$ cat config.mk
export PLATFORM = sky130hd
export DESIGN_NAME = axi2sram_byte_bridge_flat
export DESIGN_NICKNAME = d
export VERILOG_FILES = /design/src/rtl/axi2sram_pkg.sv /design/src/rtl/axi2sram_byte_bridge_if.sv /design/src/rtl/axi2sram_byte_bridge.sv /design/src/flat_wrapper.sv
export SDC_FILE = /design/constraint.sdc
export NUM_CORES = 1
export LEC_CHECK = 0
export CAP_MARGIN = 25
export CORE_UTILIZATION = 50
export DETAILED_ROUTE_END_ITERATION = 16
export DONT_BUFFER_PORTS = 1
export PLACE_DENSITY = 0.68
export SLEW_MARGIN = 20
export SYNTH_ARGS = -nofsm -noshare
export SYNTH_HDL_FRONTEND = slang
export SYNTH_SLANG_ARGS = --single-unit
$ cat constraint.sdc
create_clock -name clock -period 2.85 [get_ports clock]
set_input_delay 0.4275 -clock clock [delete_from_list [all_inputs] [get_ports clock]]
set_output_delay 0.4275 -clock clock [all_outputs]
set_load 0.01 [all_outputs]
$ cat src/rtl/axi2sram_pkg.sv
// Shared types and constants for the AXI4-Lite to byte-wide SRAM bridge.
// Used by axi2sram_byte_bridge; the optional AXI2SRAM_RANGE_CHECK_EN build
// reuses RESP_SLVERR from here.
package axi2sram_pkg;

  localparam int LANES           = 4;
  localparam int SRAM_AW_DEFAULT = 13;

  localparam logic [1:0] RESP_OKAY   = 2'b00;
  localparam logic [1:0] RESP_SLVERR = 2'b10;

  typedef enum logic [2:0] {
    IDLE    = 3'd0,
    WR_BYTE = 3'd1,
    WR_RESP = 3'd2,
    RD_BYTE = 3'd3,
    RD_RESP = 3'd4
  } state_e;

  // Lowest set lane in a strobe mask (0 when the mask is empty).
  function automatic logic [1:0] first_lane(input logic [LANES-1:0] m);
    logic [1:0] r;
    r = 2'd0;
    for (int i = LANES - 1; i >= 0; i--) begin
      if (m[i]) r = i[1:0];
    end
    return r;
  endfunction

  // One-hot mask for a lane index.
  function automatic logic [LANES-1:0] lane_bit(input logic [1:0] lane);
    return 4'b0001 << lane;
  endfunction

endpackage

$ cat src/rtl/axi2sram_byte_bridge_if.sv
// AXI4-Lite channel bundle between an AXI master and axi2sram_byte_bridge.
// Handshake rule for every channel: a transfer happens on a rising clock edge
// where both valid and ready are high; valid, once raised, is held with its
// payload stable until that edge; ready may depend combinationally on valid.
interface axi2sram_byte_bridge_if #(
  parameter int AXI_AW = 32
);

  logic              awvalid;
  logic              awready;
  logic [AXI_AW-1:0] awaddr;
  logic              wvalid;
  logic              wready;
  logic [31:0]       wdata;
  logic [3:0]        wstrb;
  logic              bvalid;
  logic              bready;
  logic [1:0]        bresp;
  logic              arvalid;
  logic              arready;
  logic [AXI_AW-1:0] araddr;
  logic              rvalid;
  logic              rready;
  logic [31:0]       rdata;
  logic [1:0]        rresp;

  modport slave (
    input  awvalid, awaddr, wvalid, wdata, wstrb, bready, arvalid, araddr, rready,
    output awready, wready, bvalid, bresp, arready, rvalid, rdata, rresp
  );

  modport master (
    output awvalid, awaddr, wvalid, wdata, wstrb, bready, arvalid, araddr, rready,
    input  awready, wready, bvalid, bresp, arready, rvalid, rdata, rresp
  );

endinterface

$ cat src/rtl/axi2sram_byte_bridge.sv
// AXI4-Lite slave that turns 32-bit word accesses into one byte access per
// clock on a single-port 8-bit SRAM. Writes touch only strobed lanes (lowest
// first); reads always fetch lanes 0..3. One transaction outstanding.
// Build option: AXI2SRAM_RANGE_CHECK_EN answers addresses above the SRAM with
// SLVERR and no SRAM cycle; without it upper address bits alias.
module axi2sram_byte_bridge
  import axi2sram_pkg::*;
#(
  parameter int AXI_AW  = 32,
  parameter int SRAM_AW = SRAM_AW_DEFAULT
) (
  input  logic                  clock,
  input  logic                  reset,
  axi2sram_byte_bridge_if.slave axi,
  output logic                  sram_csb0,
  output logic                  sram_web0,
  output logic [SRAM_AW-1:0]    sram_addr0,
  output logic [7:0]            sram_din0,
  input  logic [7:0]            sram_dout0,
  output state_e                dbg_state
);

  state_e             state_q, state_d;
  logic [1:0]         lane_q, lane_d;
  logic [LANES-1:0]   strb_q, strb_d;
  logic [31:0]        wdata_q, wdata_d;
  logic [31:0]        rdata_q, rdata_d;
  logic [1:0]         bresp_q, bresp_d;
  logic [1:0]         rresp_q, rresp_d;
  logic               last_wr_q, last_wr_d;
  logic               csb_q, csb_d;
  logic               web_q, web_d;
  logic [SRAM_AW-1:0] addr0_q, addr0_d;
  logic [7:0]         din0_q, din0_d;

  logic               wr_elig, rd_elig;
  logic               grant_wr, grant_rd;
  logic               wr_oor, rd_oor;
  logic [1:0]         first_wr, next_wr;
  logic               unused_addr_bits;

  // Request eligibility, out-of-range detection and round-robin grant in IDLE.
  always_comb begin
    wr_elig = axi.awvalid && axi.wvalid && !reset;
    rd_elig = axi.arvalid && !reset;
`ifdef AXI2SRAM_RANGE_CHECK_EN
    wr_oor  = |axi.awaddr[AXI_AW-1:SRAM_AW];
    rd_oor  = |axi.araddr[AXI_AW-1:SRAM_AW];
`else
    wr_oor  = 1'b0;
    rd_oor  = 1'b0;
`endif
    // last_wr set means the write won last time, so the read goes first.
    grant_rd = (state_q == IDLE) && rd_elig && (!wr_elig || last_wr_q);
    grant_wr = (state_q == IDLE) && wr_elig && !grant_rd;
  end

  // Byte-offset and (without range checking) upper address bits carry no meaning.
  assign unused_addr_bits = ^{axi.awaddr[1:0], axi.araddr[1:0],
                              axi.awaddr[AXI_AW-1:SRAM_AW], axi.araddr[AXI_AW-1:SRAM_AW]};

  // State register.
  always_ff @(posedge clock or posedge reset) begin
    if (reset) state_q <= IDLE;
    else       state_q <= state_d;
  end

  // Next-state logic.
  always_comb begin
    state_d = state_q;
    case (state_q)
      IDLE: begin
        if (grant_wr)      state_d = (wr_oor || axi.wstrb == '0) ? WR_RESP : WR_BYTE;
        else if (grant_rd) state_d = rd_oor ? RD_RESP : RD_BYTE;
      end
      WR_BYTE: if (strb_q == '0) state_d = WR_RESP;
      WR_RESP: if (axi.bready) state_d = IDLE;
      RD_BYTE: if (lane_q == 2'd3) state_d = RD_RESP;
      RD_RESP: if (axi.rready) state_d = IDLE;
      default: state_d = IDLE;
    endcase
  end

  // Datapath next values: lane sequencing, SRAM port registers, response data.
  always_comb begin
    lane_d    = lane_q;
    strb_d    = strb_q;
    wdata_d   = wdata_q;
    rdata_d   = rdata_q;
    bresp_d   = bresp_q;
    rresp_d   = rresp_q;
    last_wr_d = last_wr_q;
    csb_d     = csb_q;
    web_d     = web_q;
    addr0_d   = addr0_q;
    din0_d    = din0_q;
    first_wr  = first_lane(axi.wstrb);
    next_wr   = first_lane(strb_q);
    case (state_q)
      IDLE: begin
        if (grant_wr) begin
          last_wr_d = 1'b1;
          wdata_d   = axi.wdata;
          bresp_d   = wr_oor ? RESP_SLVERR : RESP_OKAY;
          if (!wr_oor && axi.wstrb != '0) begin
            // strb_q tracks the lanes still to be written after the current one.
            lane_d  = first_wr;
            strb_d  = axi.wstrb & ~lane_bit(first_wr);
            csb_d   = 1'b0;
            web_d   = 1'b0;
            addr0_d = {axi.awaddr[SRAM_AW-1:2], first_wr};
            din0_d  = axi.wdata[{first_wr, 3'b000} +: 8];
          end
        end else if (grant_rd) begin
          last_wr_d = 1'b0;
          rdata_d   = '0;
          rresp_d   = rd_oor ? RESP_SLVERR : RESP_OKAY;
          if (!rd_oor) begin
            lane_d  = 2'd0;
            csb_d   = 1'b0;
            web_d   = 1'b1;
            addr0_d = {axi.araddr[SRAM_AW-1:2], 2'b00};
          end
        end
      end
      WR_BYTE: begin
        if (strb_q == '0) begin
          csb_d = 1'b1;
          web_d = 1'b1;
        end else begin
          lane_d  = next_wr;
          strb_d  = strb_q & ~lane_bit(next_wr);
          addr0_d = {addr0_q[SRAM_AW-1:2], next_wr};
          din0_d  = wdata_q[{next_wr, 3'b000} +: 8];
        end
      end
      RD_BYTE: begin
        // The macro returned this lane's byte during the cycle now closing.
        rdata_d[{lane_q, 3'b000} +: 8] = sram_dout0;
        if (lane_q == 2'd3) begin
          csb_d = 1'b1;
          web_d = 1'b1;
        end else begin
          lane_d  = lane_q + 2'd1;
          addr0_d = {addr0_q[SRAM_AW-1:2], lane_q + 2'd1};
        end
      end
      default: ;
    endcase
  end

  // Datapath registers; async reset drops the SRAM chip select at once.
  always_ff @(posedge clock or posedge reset) begin
    if (reset) begin
      lane_q    <= 2'd0;
      strb_q    <= '0;
      wdata_q   <= '0;
      rdata_q   <= '0;
      bresp_q   <= RESP_OKAY;
      rresp_q   <= RESP_OKAY;
      last_wr_q <= 1'b1;
      csb_q     <= 1'b1;
      web_q     <= 1'b1;
      addr0_q   <= '0;
      din0_q    <= '0;
    end else begin
      lane_q    <= lane_d;
      strb_q    <= strb_d;
      wdata_q   <= wdata_d;
      rdata_q   <= rdata_d;
      bresp_q   <= bresp_d;
      rresp_q   <= rresp_d;
      last_wr_q <= last_wr_d;
      csb_q     <= csb_d;
      web_q     <= web_d;
      addr0_q   <= addr0_d;
      din0_q    <= din0_d;
    end
  end

  // Port outputs: readies pulse on the grant, valids follow the response states.
  always_comb begin
    axi.awready = grant_wr;
    axi.wready  = grant_wr;
    axi.arready = grant_rd;
    axi.bvalid  = (state_q == WR_RESP);
    axi.bresp   = bresp_q;
    axi.rvalid  = (state_q == RD_RESP);
    axi.rdata   = rdata_q;
    axi.rresp   = rresp_q;
    sram_csb0   = csb_q;
    sram_web0   = web_q;
    sram_addr0  = addr0_q;
    sram_din0   = din0_q;
    dbg_state   = state_q;
  end

endmodule

$ cat src/flat_wrapper.sv
// flat-port wrapper written by rule: the top's interface ports become plain ports
module axi2sram_byte_bridge_flat import axi2sram_pkg::*;
#(
  parameter int AXI_AW  = 32,
  parameter int SRAM_AW = SRAM_AW_DEFAULT
)
  (clock, reset, sram_csb0, sram_web0, sram_addr0, sram_din0, sram_dout0, dbg_state, axi_awvalid, axi_awaddr, axi_wvalid, axi_wdata, axi_wstrb, axi_bready, axi_arvalid, axi_araddr, axi_rready, axi_awready, axi_wready, axi_bvalid, axi_bresp, axi_arready, axi_rvalid, axi_rdata, axi_rresp);
  axi2sram_byte_bridge_if #(.AXI_AW(AXI_AW)) axi_i ();
  input  logic clock;
  input  logic reset;
  output logic sram_csb0;
  output logic sram_web0;
  output logic [SRAM_AW-1:0] sram_addr0;
  output logic [7:0] sram_din0;
  input  logic [7:0] sram_dout0;
  output state_e dbg_state;
  input wire logic [$bits(axi_i.awvalid)-1:0] axi_awvalid;
  input wire logic [$bits(axi_i.awaddr)-1:0] axi_awaddr;
  input wire logic [$bits(axi_i.wvalid)-1:0] axi_wvalid;
  input wire logic [$bits(axi_i.wdata)-1:0] axi_wdata;
  input wire logic [$bits(axi_i.wstrb)-1:0] axi_wstrb;
  input wire logic [$bits(axi_i.bready)-1:0] axi_bready;
  input wire logic [$bits(axi_i.arvalid)-1:0] axi_arvalid;
  input wire logic [$bits(axi_i.araddr)-1:0] axi_araddr;
  input wire logic [$bits(axi_i.rready)-1:0] axi_rready;
  output wire logic [$bits(axi_i.awready)-1:0] axi_awready;
  output wire logic [$bits(axi_i.wready)-1:0] axi_wready;
  output wire logic [$bits(axi_i.bvalid)-1:0] axi_bvalid;
  output wire logic [$bits(axi_i.bresp)-1:0] axi_bresp;
  output wire logic [$bits(axi_i.arready)-1:0] axi_arready;
  output wire logic [$bits(axi_i.rvalid)-1:0] axi_rvalid;
  output wire logic [$bits(axi_i.rdata)-1:0] axi_rdata;
  output wire logic [$bits(axi_i.rresp)-1:0] axi_rresp;
  assign axi_i.awvalid = axi_awvalid;
  assign axi_i.awaddr = axi_awaddr;
  assign axi_i.wvalid = axi_wvalid;
  assign axi_i.wdata = axi_wdata;
  assign axi_i.wstrb = axi_wstrb;
  assign axi_i.bready = axi_bready;
  assign axi_i.arvalid = axi_arvalid;
  assign axi_i.araddr = axi_araddr;
  assign axi_i.rready = axi_rready;
  assign axi_awready = axi_i.awready;
  assign axi_wready = axi_i.wready;
  assign axi_bvalid = axi_i.bvalid;
  assign axi_bresp = axi_i.bresp;
  assign axi_arready = axi_i.arready;
  assign axi_rvalid = axi_i.rvalid;
  assign axi_rdata = axi_i.rdata;
  assign axi_rresp = axi_i.rresp;
  axi2sram_byte_bridge #(.AXI_AW(AXI_AW), .SRAM_AW(SRAM_AW)) u_core (.clock(clock), .reset(reset), .axi(axi_i), .sram_csb0(sram_csb0), .sram_web0(sram_web0), .sram_addr0(sram_addr0), .sram_din0(sram_din0), .sram_dout0(sram_dout0), .dbg_state(dbg_state));
endmodule
# After elaboration in Yosys (flattened, before gate mapping)
# Index checks and enable logic that the tools add are counted.
# classes
addsub	2
multipliers	0
n_div	0
magnitude_cmp	0
n_eq_ne	18
shift	6
mux	50
bitwise_logic	6
n_reduce_logical	27
# ops
operator	count
$mux 32	2
$pmux 32 s2	1
$shiftx 32x6->8	2
$mux 13	3
$pmux 13 s3	1
$bwmux 32	1
$mux 2	16
$shift 8x7->32 const A	1
$shiftx 8x7->32	1
$mux 8	3
$reduce_and 5->1	4
$mux 3	6
$ne 2x2->1 const B	8
$pmux 8 s2	1
$pmux 3 s5	1
$mux 4	3
$and 4x4->4	2
$logic_not 4->1	2
$mux 1	8
$not 4->4	2
$pmux 4 s2	1
$shl 1x2->4 const A	2
$logic_and 1x1->1	7
$neg 5->7	1
other kinds (19)	30
# word_totals
reg_bits	97
latchBits	0
mem_bits_rw	0
mem_bits_ro	0
in_bits	115
output_inout_bits	67
word_cells	120
memories	0

# Logic depth before layout (Yosys ltp)
# logic_depth
depth_word	10
mapped_depth	9
mapped_depth_nobuf	7

# Worst setup path after synthesis
# Ideal clock, no wire load.
# synth_timing
path_type	register to output
startpoint	register u_core.state_q[2] (netlist: u_core.dbg_state[2])
endpoint	output port axi_wready
arrival_time_ns	1.665
required_time_ns	2.423
path_slack_ns	0.757
stages_incl_launch_ff	9
n_path_buf	4
path_cell_list	dfrtp_1 -> buf_2 -> or3_1 -> nor2_1 -> nand2b_2 -> inv_2 -> buf_6 -> buf_6 -> buf_4
# synth_between
elab_chain_cells	5
word_cells_on_any_way	6
classes_between	6 x reduce/logical
# synth_lines
item	line_no	text
from (decl)	axi2sram_byte_bridge.sv:23	state_e state_q, state_d;
from (signal assigned)	axi2sram_byte_bridge.sv:65	else state_q <= state_d;
$logic_not 3->1 (*)	axi2sram_byte_bridge.sv:54, axi2sram_byte_bridge.sv:55	
$logic_and 1x1->1 (2 in series)	axi2sram_byte_bridge.sv:54	grant_rd = (state_q == IDLE) && rd_elig && (!wr_elig || last_wr_q);
$logic_not 1->1	axi2sram_byte_bridge.sv:55	grant_wr = (state_q == IDLE) && wr_elig && !grant_rd;
$logic_and 1x1->1 (*)	axi2sram_byte_bridge.sv:55	
to (decl)	flat_wrapper.sv:27	output wire logic [$bits(axi_i.wready)-1:0] axi_wready;
# Every way passes the cells marked *; elsewhere a longest branch is shown, timed or not.

# Worst setup path after layout
# layout_timing
startpoint	register u_core.state_q[1] (netlist: u_core.dbg_state[1])
endpoint	output port axi_awready
# layout_between
elab_chain_cells	5
word_cells_on_any_way	6
classes_between	6 x reduce/logical
# layout_lines
item	line_no	text
$logic_not 3->1 (*)	axi2sram_byte_bridge.sv:54, axi2sram_byte_bridge.sv:55	
$logic_and 1x1->1 (2 in series)	axi2sram_byte_bridge.sv:54	
$logic_not 1->1	axi2sram_byte_bridge.sv:55	
$logic_and 1x1->1 (*)	axi2sram_byte_bridge.sv:55	
to (decl)	flat_wrapper.sv:26	output wire logic [$bits(axi_i.awready)-1:0] axi_awready;
# Marked as above.

==> flow_metrics.tcl <==
set metrics [dict create \
    final_max_slew_viol_count 0 \
    use_met3 0.0759 \
    dr.pass1.iters 5 \
    relSlewSlack 0.376 \
    antenna_found_initial 0 \
    fin_crit_sh 0.905 \
    fillers 808 \
    tightest_slew_ns 0.928 \
    worstPathRequired_ns 2.42 \
    cts_sinks 95 \
    synth_flop_cell "dfrtp_1" \
    met1_usage 0.307 \
    reg2reg_setup_slack_ns 0.52 \
    areaGrowthSynthToFinish_pct 5.67 \
    ant_nets 0 \
    cellLeakagePower_nw 2.18 \
    setup_viol 0 \
    use_met2 0.369 \
    comb_power_share 0.304 \
    fin_setup_tns_ns 0 \
    track_usage 0.235 \
    vias 3346 \
    clkPwrFrac 0.194 \
    dpl.hpwl_um 7820 \
    critPathLaunchType "register" \
    core_area_um2 9150 \
    finalClockSkew_ns 0.0159 \
    grt_overflow 0 \
    via_per_inst 6.20 \
    drc_errors 0 \
    yosys_warnings 0 \
    clock_latency_ns 0.38 \
    intPower_mw 2.79 \
    h-tree-depth 3 \
    holdBufCountCts 0 \
    timing.fmax_ghz 0.388 \
    grt_max_degree 55 \
    ys_ff_latch 95 \
    design.portCount 182 \
    synthCells 432 \
    rsz0062_at_grt "false" \
    drive_above_1_share 0.186 \
    status "complete, no violations" \
    powerDensity_nw_per_um2 901 \
    rows 35 \
    async_reset_ff_frac 1.00 \
    synth-edff-count 0 \
    place.port_buffers 0 \
    seq_power_share 0.502 \
    ir_drop_mv 0.445 \
    yosysUniqueCellTypes 56 \
    drv_cap 0 \
    path_class "register to primary output" \
    worstHoldPathType "input port to asynchronous set/reset pin" \
    die_area_um2 9790 \
    place_congestion 0.847 \
    critPathMaxFanout 28 \
    wirelength_um 11100 \
    nNetsFinal 545 \
    arrival_ns 2.15 \
    ys_seq_area_frac 0.507 \
    p_sw_frac 0.376 \
    p_sw_mw 1.68 \
    period_needed_ns 2.58 \
    grt_first_pass_wirelength_um 17600 \
    ctsResizeCount 0 \
    start_util 0.513 \
    die_y_um 99.0 \
    cts_max_path_buffers 2 \
    synth_area_um2 4700 \
    cts.clk_slew.worst_paths_ns 0.11 \
    wl_per_cell_um 20.6 \
    diodes 0 \
    cts-root-buf "clkbuf_8" \
    dp_slack_ns 0.526 \
    tritoncts "built" \
    cts_buffers 9 \
    cp-end-kind "primary output" \
    busiest_layer "met2" \
    drt_iter0_drc 247 \
    postCtsSetupBuffers 0 \
    setup_slack_ns 0.271 \
    syn_avg_cell_area_um2 10.9 \
    die_w_um 99.0 \
    grt_pass1_vias 3398 \
    final_hold_viol_count 0 \
]
-- synth_stat cells (2+ instances only) --
master      n  area [um2]
nand2b_1   10        62.6
dfstp_2     3        78.8
nor4_1      2        12.5
a221oi_1    8        70.1
inv_2       2        7.51
nor2_1     12        45.0
o21ai_1     7        35.0
a2111oi_0   8        70.1
a22o_1     33         289
buf_6       2        22.5
and3_1      9        56.3
mux2i_1    12         120
buf_4       8        60.1
or2_2       3        18.8
ha_1        6        75.1
or3_1       2        12.5
nand2_1    54         203
buf_1       2        7.51
buf_2       4        20.0
nor2b_1     5        31.3
nor3_1      3        15.0
a21oi_1     7        35.0
o21ai_0    26         130
o32ai_1     8        70.1
a22oi_1     8        60.1
clkbuf_1   14        52.6
mux2_2     35         394
nand3b_1    2        15.0
nor4_2      3        37.5
inv_1      14        52.6
dfrtp_1    92        2300
o31ai_1     2        15.0
nand3_1     2        10.0
a32o_1      2        20.0
-- critical path: stages, from the launching register on --
cell and delay, ns:
dfrtp_1 0.56, or3_1 0.42, nor2_1 0.18, nand2b_2 0.09, inv_2 0.25, buf_12 0.25
-- power groups by stage --
| stage | combinational (mW) | clock [mW] | sequential (mW) |
|---|---|---|---|
| after global placement | 1.32 | 0 | 2.26 |
| after global routing | 1.52 | 0.941 | 2.31 |
| final | 1.36 | 0.866 | 2.25 |
| after floorplan | 1.16 | 0 | 2.13 |
| after CTS | 1.37 | 0.879 | 2.25 |
| after detailed placement | 1.37 | 0 | 2.28 |
-- path summary, 6_finish.rpt --
kind | cells after the start | from | to
min | 1 | reset | u_core.axi.rdata[6]
max reg2reg | 5 | u_core.sram_addr0[0] | u_core.axi.rdata[18]
min reg2reg | 2 | u_core.wdata_q[0] | u_core.wdata_q[0]
min in group clock | 1 | axi_rready | u_core.dbg_state[2]
max in group asynchronous | 2 | reset | u_core.sram_csb0
max | 5 | u_core.dbg_state[1] | axi_awready
-- state kept, by name, summed over array words and instances, names as in the netlist --
register           cells
u_core.dbg_state       3
u_core.axi.rdata      32
u_core.sram_web0       1
u_core.wdata_q        32
u_core.sram_din0       8
u_core.strb_q          4
u_core.sram_addr0     12
u_core.last_wr_q       1
u_core.sram_csb0       1
u_core.lane_q          1
-- final cells by class --
cell class / instances / area [um2] / share of cell area
multi-input cells: 293 / 2100 / 0.423
inverters: 16 / 63.8 / 0.0128
flip-flops and latches: 95 / 2380 / 0.479
well taps: 111 / 139 / 0.0280
repair buffers: 9 / 92.6 / 0.0186
clock inverters: 7 / 63.8 / 0.0128
clock buffers: 9 / 124 / 0.0249
-- cells by family after synthesis --
logic type / Yosys count / share of synthesized area
buffers and inverters: 47 / 0.0485
AOI/OAI and AO/OA: 119 / 0.187
other: 1 / 0.000798
muxes: 47 / 0.109
adders and majority gates: 6 / 0.0160
and+or+nand+nor: 117 / 0.132
DFF: 95 / 0.507
-- placed cells by master, fill, tap and decap left out, types with 8 or more instances in the layout --
cell       netlist  routed
and3_1           9       9
nand2_1         54      54
clkbuf_8         0       9
a22oi_1          8       8
mux2_2          35      35
o32ai_1          8       8
inv_1           14      13
mux2i_1         12      12
a221oi_1         8       8
a2111oi_0        8       8
nor2_1          12      12
nand2b_1        10      10
o21ai_0         26      26
a22o_1          33      33
dfrtp_1         92      92
-- layer usage --
layer  share of wire  vias to the layer above  wire [um]
met3           0.072                       11        801
met1            0.44                     1679       4890
met5               0                        -          0
li1                -                     1549          -
met4           0.011                        0        127
met2            0.48                      107       5320
-- through the flow --
stage	power (mW)	hold WS, ns	utilization	cells	instance area (um2)
floorplan	3.28	0.450	-	435	4710
global placement	3.58	0.465	0.522	524	4780
detailed placement	3.65	0.471	0.522	524	4780
CTS	4.50	0.0970	0.543	540	4970
global route	4.78	0.131	0.543	540	4970
finish	4.48	0.0809	0.543	540	4970
Power figures use the tool's default switching activity.
